[config.mk]
export PLATFORM = sky130hd
export DESIGN_NAME = morse_tx
export DESIGN_NICKNAME = d
export VERILOG_FILES = /design/src/rtl/morse_pkg.sv /design/src/rtl/morse_fifo.sv /design/src/rtl/morse_tx.sv
export SDC_FILE = /design/constraint.sdc
export NUM_CORES = 1
export LEC_CHECK = 0
export BUFFER_PORTS_ARGS = -buffer_cell sky130_fd_sc_hd__buf_2
export CORE_ASPECT_RATIO = 1.75
export CORE_UTILIZATION = 30
export DETAILED_ROUTE_END_ITERATION = 10
export PLACE_DENSITY = 0.57
export SLEW_MARGIN = 10
export SYNTH_ARGS = -nofsm -noshare
export SYNTH_HDL_FRONTEND = slang
export SYNTH_HIERARCHICAL = 1
export SYNTH_SLANG_ARGS = --single-unit
[constraint.sdc]
create_clock -name CLOCK_50 -period 3.28 [get_ports CLOCK_50]
set_clock_uncertainty 0.05 [all_clocks]
set_input_delay 0.164 -clock CLOCK_50 [delete_from_list [all_inputs] [get_ports CLOCK_50]]
set_output_delay 0.164 -clock CLOCK_50 [all_outputs]
set_load 0.005 [all_outputs]
[src/rtl/morse_pkg.sv]
// morse_pkg: FSM state encoding, character codes and the Morse lookup table.
// Digit codes are part of the alphabet only when MORSE_DIGITS_EN is defined.
package morse_pkg;

  typedef enum logic [2:0] {
    IDLE     = 3'd0,
    LOAD     = 3'd1,
    MARK     = 3'd2,
    GAP      = 3'd3,
    CHAR_GAP = 3'd4,
    WORD_GAP = 3'd5
  } morse_state_e;

  localparam logic [5:0] CODE_SPACE  = 6'd63;
  localparam logic [5:0] CODE_DIGIT0 = 6'd26;
  localparam int         LUT_LEN     = 5;

  // pattern bit 1 = dash, played MSB-first starting at bit len-1
  typedef struct packed {
    logic               ok;
    logic [LUT_LEN-1:0] pattern;
    logic [2:0]         len;
  } morse_sym_t;

  function automatic morse_sym_t mk_sym(input logic [LUT_LEN-1:0] pattern,
                                        input logic [2:0] len);
    morse_sym_t s;
    s.ok      = 1'b1;
    s.pattern = pattern;
    s.len     = len;
    return s;
  endfunction

  function automatic morse_sym_t morse_lookup(input logic [5:0] code);
    morse_sym_t s;
    s = '0;
    case (code)
      6'd0 : s = mk_sym(5'b00001, 3'd2);  // A .-
      6'd1 : s = mk_sym(5'b01000, 3'd4);
      6'd2 : s = mk_sym(5'b01010, 3'd4);
      6'd3 : s = mk_sym(5'b00100, 3'd3);
      6'd4 : s = mk_sym(5'b00000, 3'd1);
      6'd5 : s = mk_sym(5'b00010, 3'd4);
      6'd6 : s = mk_sym(5'b00110, 3'd3);
      6'd7 : s = mk_sym(5'b00000, 3'd4);
      6'd8 : s = mk_sym(5'b00000, 3'd2);
      6'd9 : s = mk_sym(5'b00111, 3'd4);
      6'd10: s = mk_sym(5'b00101, 3'd3);
      6'd11: s = mk_sym(5'b00100, 3'd4);
      6'd12: s = mk_sym(5'b00011, 3'd2);
      6'd13: s = mk_sym(5'b00010, 3'd2);
      6'd14: s = mk_sym(5'b00111, 3'd3);
      6'd15: s = mk_sym(5'b00110, 3'd4);
      6'd16: s = mk_sym(5'b01101, 3'd4);
      6'd17: s = mk_sym(5'b00010, 3'd3);
      6'd18: s = mk_sym(5'b00000, 3'd3);
      6'd19: s = mk_sym(5'b00001, 3'd1);
      6'd20: s = mk_sym(5'b00001, 3'd3);
      6'd21: s = mk_sym(5'b00001, 3'd4);
      6'd22: s = mk_sym(5'b00011, 3'd3);
      6'd23: s = mk_sym(5'b01001, 3'd4);
      6'd24: s = mk_sym(5'b01011, 3'd4);
      6'd25: s = mk_sym(5'b01100, 3'd4);
`ifdef MORSE_DIGITS_EN
      CODE_DIGIT0 + 6'd0: s = mk_sym(5'b11111, 3'd5);
      CODE_DIGIT0 + 6'd1: s = mk_sym(5'b01111, 3'd5);
      CODE_DIGIT0 + 6'd2: s = mk_sym(5'b00111, 3'd5);
      CODE_DIGIT0 + 6'd3: s = mk_sym(5'b00011, 3'd5);
      CODE_DIGIT0 + 6'd4: s = mk_sym(5'b00001, 3'd5);
      CODE_DIGIT0 + 6'd5: s = mk_sym(5'b00000, 3'd5);
      CODE_DIGIT0 + 6'd6: s = mk_sym(5'b10000, 3'd5);
      CODE_DIGIT0 + 6'd7: s = mk_sym(5'b11000, 3'd5);
      CODE_DIGIT0 + 6'd8: s = mk_sym(5'b11100, 3'd5);
      CODE_DIGIT0 + 6'd9: s = mk_sym(5'b11110, 3'd5);
`endif
      CODE_SPACE: s = mk_sym('0, 3'd0);
      default: s = '0;
    endcase
    return s;
  endfunction

  function automatic logic code_ok(input logic [5:0] code);
    morse_sym_t s;
    s = morse_lookup(code);
    return s.ok;
  endfunction

endpackage

[src/rtl/morse_fifo.sv]
// morse_fifo: small character FIFO with a registered occupancy count.
// DEPTH must be a power of two so the pointers wrap naturally.
module morse_fifo #(
  parameter int DEPTH = 4,
  parameter int WIDTH = 6
) (
  input  logic             clk_i,
  input  logic             rst_ni,
  input  logic             push_i,
  input  logic [WIDTH-1:0] data_i,
  input  logic             pop_i,
  output logic [WIDTH-1:0] data_o,
  output logic             full_o,
  output logic             empty_o
);

  localparam int AW = $clog2(DEPTH);

  logic [WIDTH-1:0] mem_q [DEPTH];
  logic [AW-1:0]    wr_q, rd_q;
  logic [AW:0]      cnt_q;
  logic             do_push, do_pop;

  assign full_o  = (cnt_q == (AW+1)'(DEPTH));
  assign empty_o = (cnt_q == '0);
  assign do_pop  = pop_i && !empty_o;
  assign do_push = push_i && (!full_o || do_pop);
  assign data_o  = mem_q[rd_q];

  always_ff @(posedge clk_i) begin
    if (do_push) mem_q[wr_q] <= data_i;
  end

  always_ff @(posedge clk_i or negedge rst_ni) begin
    if (!rst_ni) begin
      wr_q  <= '0;
      rd_q  <= '0;
      cnt_q <= '0;
    end else begin
      if (do_push) wr_q <= wr_q + AW'(1);
      if (do_pop)  rd_q <= rd_q + AW'(1);
      case ({do_push, do_pop})
        2'b10:   cnt_q <= cnt_q + (AW+1)'(1);
        2'b01:   cnt_q <= cnt_q - (AW+1)'(1);
        default: cnt_q <= cnt_q;
      endcase
    end
  end

endmodule

[src/rtl/morse_tx.sv]
// morse_tx: buffered Morse keyer, dot = 1 unit, dash = 3, element gap 1, char gap 3, word gap 7.
// Define MORSE_DIGITS_EN to accept digit codes 26-35 (needs MAX_LEN >= 5).
//   state    | meaning
//   IDLE     | wait for a queued character, pop it
//   LOAD     | latch pattern/len from the lookup
//   MARK     | key on for 1 (dot) or 3 (dash) units
//   GAP      | key off 1 unit between elements
//   CHAR_GAP | key off 3 units after a character
//   WORD_GAP | key off 4 more units for a space
import morse_pkg::*;

module morse_tx #(
  parameter int UNIT_CYCLES = 25_000_000,
  parameter int DEPTH       = 4,
  parameter int MAX_LEN     = 5
) (
  input  logic       CLOCK_50,
  input  logic       rst,
  input  logic [5:0] char_i,
  input  logic       valid_i,
  output logic       ready_o,
  output logic       key_o,
  output logic       dot_o,
  output logic       dash_o,
  output logic       busy_o,
  output logic       err_o,
  output logic [2:0] state_o
);

  localparam int TW    = $clog2(UNIT_CYCLES);
  localparam int IDX_W = (MAX_LEN > 1) ? $clog2(MAX_LEN) : 1;

  morse_state_e       state_q;
  logic [5:0]         code_q;
  logic [MAX_LEN-1:0] pattern_q;
  logic [IDX_W-1:0]   idx_q;
  logic [TW-1:0]      tmr_q;
  logic [1:0]         unit_q;
  logic               key_q, dot_q, dash_q, err_q;

  logic               fifo_full, fifo_empty, push, pop;
  logic [5:0]         fifo_dout;
  logic               in_ok, tick, cur_bit, done;
  logic [1:0]         need_m1;
  morse_sym_t         ld;

  assign in_ok   = code_ok(char_i);
  assign ready_o = !fifo_full;
  assign push    = valid_i && ready_o && in_ok;
  assign pop     = (state_q == IDLE) && !fifo_empty;
  assign ld      = morse_lookup(code_q);
  assign cur_bit = pattern_q[idx_q];
  assign tick    = (tmr_q == TW'(UNIT_CYCLES - 1));
  assign done    = tick && (unit_q == need_m1);

  always_comb begin
    need_m1 = 2'd0;
    case (state_q)
      MARK:     need_m1 = cur_bit ? 2'd2 : 2'd0;
      CHAR_GAP: need_m1 = 2'd2;
      WORD_GAP: need_m1 = 2'd3;
      default:  need_m1 = 2'd0;
    endcase
  end

  morse_fifo #(.DEPTH(DEPTH), .WIDTH(6)) u_fifo (
    .clk_i   (CLOCK_50),
    .rst_ni  (rst),
    .push_i  (push),
    .data_i  (char_i),
    .pop_i   (pop),
    .data_o  (fifo_dout),
    .full_o  (fifo_full),
    .empty_o (fifo_empty)
  );

  always_ff @(posedge CLOCK_50 or negedge rst) begin
    if (!rst) begin
      state_q   <= IDLE;
      code_q    <= '0;
      pattern_q <= '0;
      idx_q     <= '0;
      tmr_q     <= '0;
      unit_q    <= '0;
      key_q     <= 1'b0;
      dot_q     <= 1'b0;
      dash_q    <= 1'b0;
      err_q     <= 1'b0;
    end else begin
      err_q  <= valid_i && ready_o && !in_ok;
      // key outputs follow the state one cycle later, so mark lengths stay exact
      key_q  <= (state_q == MARK);
      dot_q  <= (state_q == MARK) && !cur_bit;
      dash_q <= (state_q == MARK) && cur_bit;
      case (state_q)
        IDLE: begin
          if (!fifo_empty) begin
            code_q  <= fifo_dout;
            state_q <= LOAD;
          end
        end
        LOAD: begin
          pattern_q <= ld.pattern[MAX_LEN-1:0];
          idx_q     <= IDX_W'(ld.len - 3'd1);
          tmr_q     <= '0;
          unit_q    <= '0;
          state_q   <= (code_q == CODE_SPACE || !ld.ok) ? WORD_GAP : MARK;
        end
        MARK, GAP, CHAR_GAP, WORD_GAP: begin
          if (done) begin
            tmr_q  <= '0;
            unit_q <= '0;
            case (state_q)
              MARK:    state_q <= (idx_q != '0) ? GAP : CHAR_GAP;
              GAP: begin
                state_q <= MARK;
                idx_q   <= idx_q - IDX_W'(1);
              end
              default: state_q <= IDLE;
            endcase
          end else begin
            tmr_q <= tick ? '0 : tmr_q + TW'(1);
            if (tick) unit_q <= unit_q + 2'd1;
          end
        end
        default: state_q <= IDLE;
      endcase
    end
  end

  assign key_o   = key_q;
  assign dot_o   = dot_q;
  assign dash_o  = dash_q;
  assign err_o   = err_q;
  assign busy_o  = (state_q != IDLE) || !fifo_empty;
  assign state_o = state_q;

endmodule
==> summary.md <==
| Metric | Value |
|---|---|
| CP dominant cell by count | `inv_1` |
| Hold-fix buffers, CTS | `1` |
| Clock Latency Late Sink | `340 ps` |
| CTS Root Cell | `clkbuf_16` |
| Post-synth EDFFs | `24` |
| Core occupancy in the finished layout | `0.345` |
| CTS buffer count | `9` |
| GRT Residual Overflow | `0` |
| WS Path Type | `register to register` |
| Syn_nets | `454` |
| Status | `finished, final reports clean` |
| Hold Vio Cnt, Final | `0` |
| Row Count | `58` |
| Max incr delay on CP | `460 ps` |
| Sequential area share after synthesis | `0.467` |
| Cell count after synthesis | `432` |
| CTS Buffer Depth | `2` |
| Fraction of layout cells with a size suffix above 1 | `0.162` |
| Post-layout min period | `2750 ps` |
| Final setup violation count | `0` |
| Worst setup margin | `532 ps` |
| Count leader, synth | `dfrtp_1` |
| Async SR Flop Fraction | `0.692` |
| Post-synth top area cell | `dfrtp_1` |
| Total placed instance area | `0.00469 sq mm` |
| Setup TNS | `0 ps` |
| First-pass GRT wire length | `16.2 mm` |
| Mapped Avg Cell Area | `10.3 sq um` |
| Crit-path cells | `or3b_1, inv_1, inv_1, and3_1, or2_2, fa_1, o21ba_2, o211ai_1, a22oi_1` |
| Buffers on Ports | `17` |
| Crit path launch type | `register` |
| Synth Flop Type | `dfrtp_1` |
| I/O Pins | `18` |
| Vias | `3,385` |
| Slew HR | `0.376` |
| Initial Utilization | `0.307` |
| Critical Path RT | `3480 ps` |
| Slew Limit Fails | `0` |
| Synth cell count leaders | `dfrtp_1 (54), o21ai_0 (52), nand2_1 (25), edfxtp_1 (24), nor2_1 (23)` |
| Distinct cells, synth | `68` |
| Type of destination of the critical path | `register` |
| CP Data Arrival Time | `2950 ps` |
| Top post-synthesis cells by area | `dfrtp_1 (30%), edfxtp_1 (16%), o21ai_0 (5.9%)` |
| Post-Syn Area | `0.00444 sq mm` |
| Yosys warns | `6` |
| Drc violations | `0` |
| Antenna cells | `0` |
| Placeable Area | `0.0144 sq mm` |
| Post-CTS Setup Bufs | `0` |
| Post-route cell area | `0.00498 sq mm` |
| DR vias/cell | `5.37` |
| Worst slack at placement | `565 ps` |
| Routed length per instance | `15.3 microns` |
| HP Class | `input port to register` |
| Clk sinks | `78` |
| Total Routing Usage GR | `0.138` |
| Unrepaired setup endpoints after global routing | `no` |
| Die area | `0.0153 sq mm` |
| Initial antenna violation count | `0` |
| Die W | `93.9 microns` |
| Largest net degree at the start of global routing | `41` |
| Hpwl dp | `6.90 mm` |
| CTS tree | `done` |
| Synth top area share | `0.304` |
| CTS H-tree depth | `3` |
| Initial DRC Count | `205` |
| Post-CTS sizing | `0` |
| CTS clk-pin slew, worst paths | `60 ps` |
| Total Routed Length | `9.66 mm` |
| Post-DRT Antenna Nets | `0` |
| Synth Register Bits | `78` |
| Max-cap violations | `0` |
| Worst VDD drop | `0.417 mV` |
| Slew at the pin closest to its max-slew limit | `936 ps` |
| Cell Pwr Density | `874 mW/mm^2` |
| Die height | `163 microns` |
| P&R area growth vs syn | `12.2%` |
| Static Leak | `1.95 nW` |
| Period utilization | `0.838` |
| Gpl congestion | `0.820` |
| FMAX | `364 MHz` |
| Vias in the first global route | `3,390` |
| Worst Path Max Fanout | `10` |
| Total chip power | `4.35 mW` |
| Final-stage net count | `467` |
| DR pass1 iterations | `5` |
| Slowest CP cell | `fa_1` |
## sequential cells by signal (all words and copies together) (netlist names), 2 cells and up
| register | cells |
|---|---|
| code_q | 6 |
| idx_q | 3 |
| pattern_q | 4 |
| state_o | 3 |
| tmr_q | 25 |
| u_fifo/cnt_q | 3 |
| u_fifo/mem_q | 24 |
| u_fifo/rd_q | 2 |
| u_fifo/wr_q | 2 |
| unit_q | 2 |
## area by class of cell
| cell class | count | area (sq um) |
|---|---|---|
| multi-input cells | 313 | 2180 |
| inverters | 17 | 63.8 |
| clock buffers | 9 | 225 |
| well taps | 180 | 225 |
| clock inverters | 7 | 57.6 |
| repair buffers | 26 | 155 |
| fillers | 1456 | 9460 |
| flip-flops and latches | 78 | 2070 |
## metrics by stage
step | hold WS (ps) | std cells
2_1_floorplan | -182 | 432
3_5_place_dp | 326 | 613
4_1_cts | 0.520 | 630
3_3_place_gp | 314 | 613
5_1_grt | 6.24 | 630
6_report | 7.15 | 630
## layout by cell type (no fill, tap or decap), types with 12 or more instances in the layout
cell type  netlist  final
dfrtp_1         54     54
o21ai_0         52     52
nand2_1         25     25
edfxtp_1        24     24
nor2_1          23     23
inv_1           17     17
buf_2            5     17
nand3_1         15     15
a21oi_1         12     12
ha_1            12     12
## power breakdown
group | switching, mW | leakage [nW] | internal, mW
registers | 0.316 | 0.922 | 1.21
logic | 1.04 | 0.892 | 0.846
clock network | 0.425 | 0.134 | 0.523
total | 1.78 | 1.95 | 2.57
## critical path, delay by kind of cell (launching register included)
kind	cells	cell delay [ps]
AND/OR/NAND/NOR	3	1040
AO/OA/AOI/OAI	3	540
adder cells (fa/ha/maj)	1	460
flip-flops	1	440
buffers and inverters	2	150
## per-layer routing
metal / vias up / global-route usage / part of all wire
met1: 1674 / 0.147 / 0.40
met5: - / 0 / 0
met2: 58 / 0.248 / 0.54
li1: 1630 / - / -
met4: 0 / 0.0818 / 0.033
met3: 23 / 0.0252 / 0.028
## cell families after synthesis
logic type               Yosys count  share of synthesized area
AND/OR/NAND/NOR                  142                      0.179
AO/OA/AOI/OAI                    120                      0.168
flip-flops                        78                      0.467
buffers and inverters             41                     0.0420
multiplexers                      26                     0.0818
adder cells (fa/ha/maj)           14                     0.0406
XOR/XNOR                          11                     0.0217
## worst paths after layout
check	from	to	slack, ps	cells past startpoint
min in group asynchronous	rst	tmr_q[19]$_DFFE_PN0P_	450	2
min reg2reg	pattern_q[1]$_DFFE_PN0P_	pattern_q[1]$_DFFE_PN0P_	430	2
max in group asynchronous	rst	tmr_q[7]$_DFFE_PN0P_	1950	3
min	char_i[4]	u_fifo/mem_q[0][4]$_DFFE_PP_	7	1
max	u_fifo/cnt_q[1]$_DFFE_PN0P_	u_fifo/cnt_q[1]$_DFFE_PN0P_	530	9
max reg2reg	u_fifo/cnt_q[1]$_DFFE_PN0P_	u_fifo/cnt_q[1]$_DFFE_PN0P_	530	9
No activity file was read; power rests on OpenSTA's default activity.
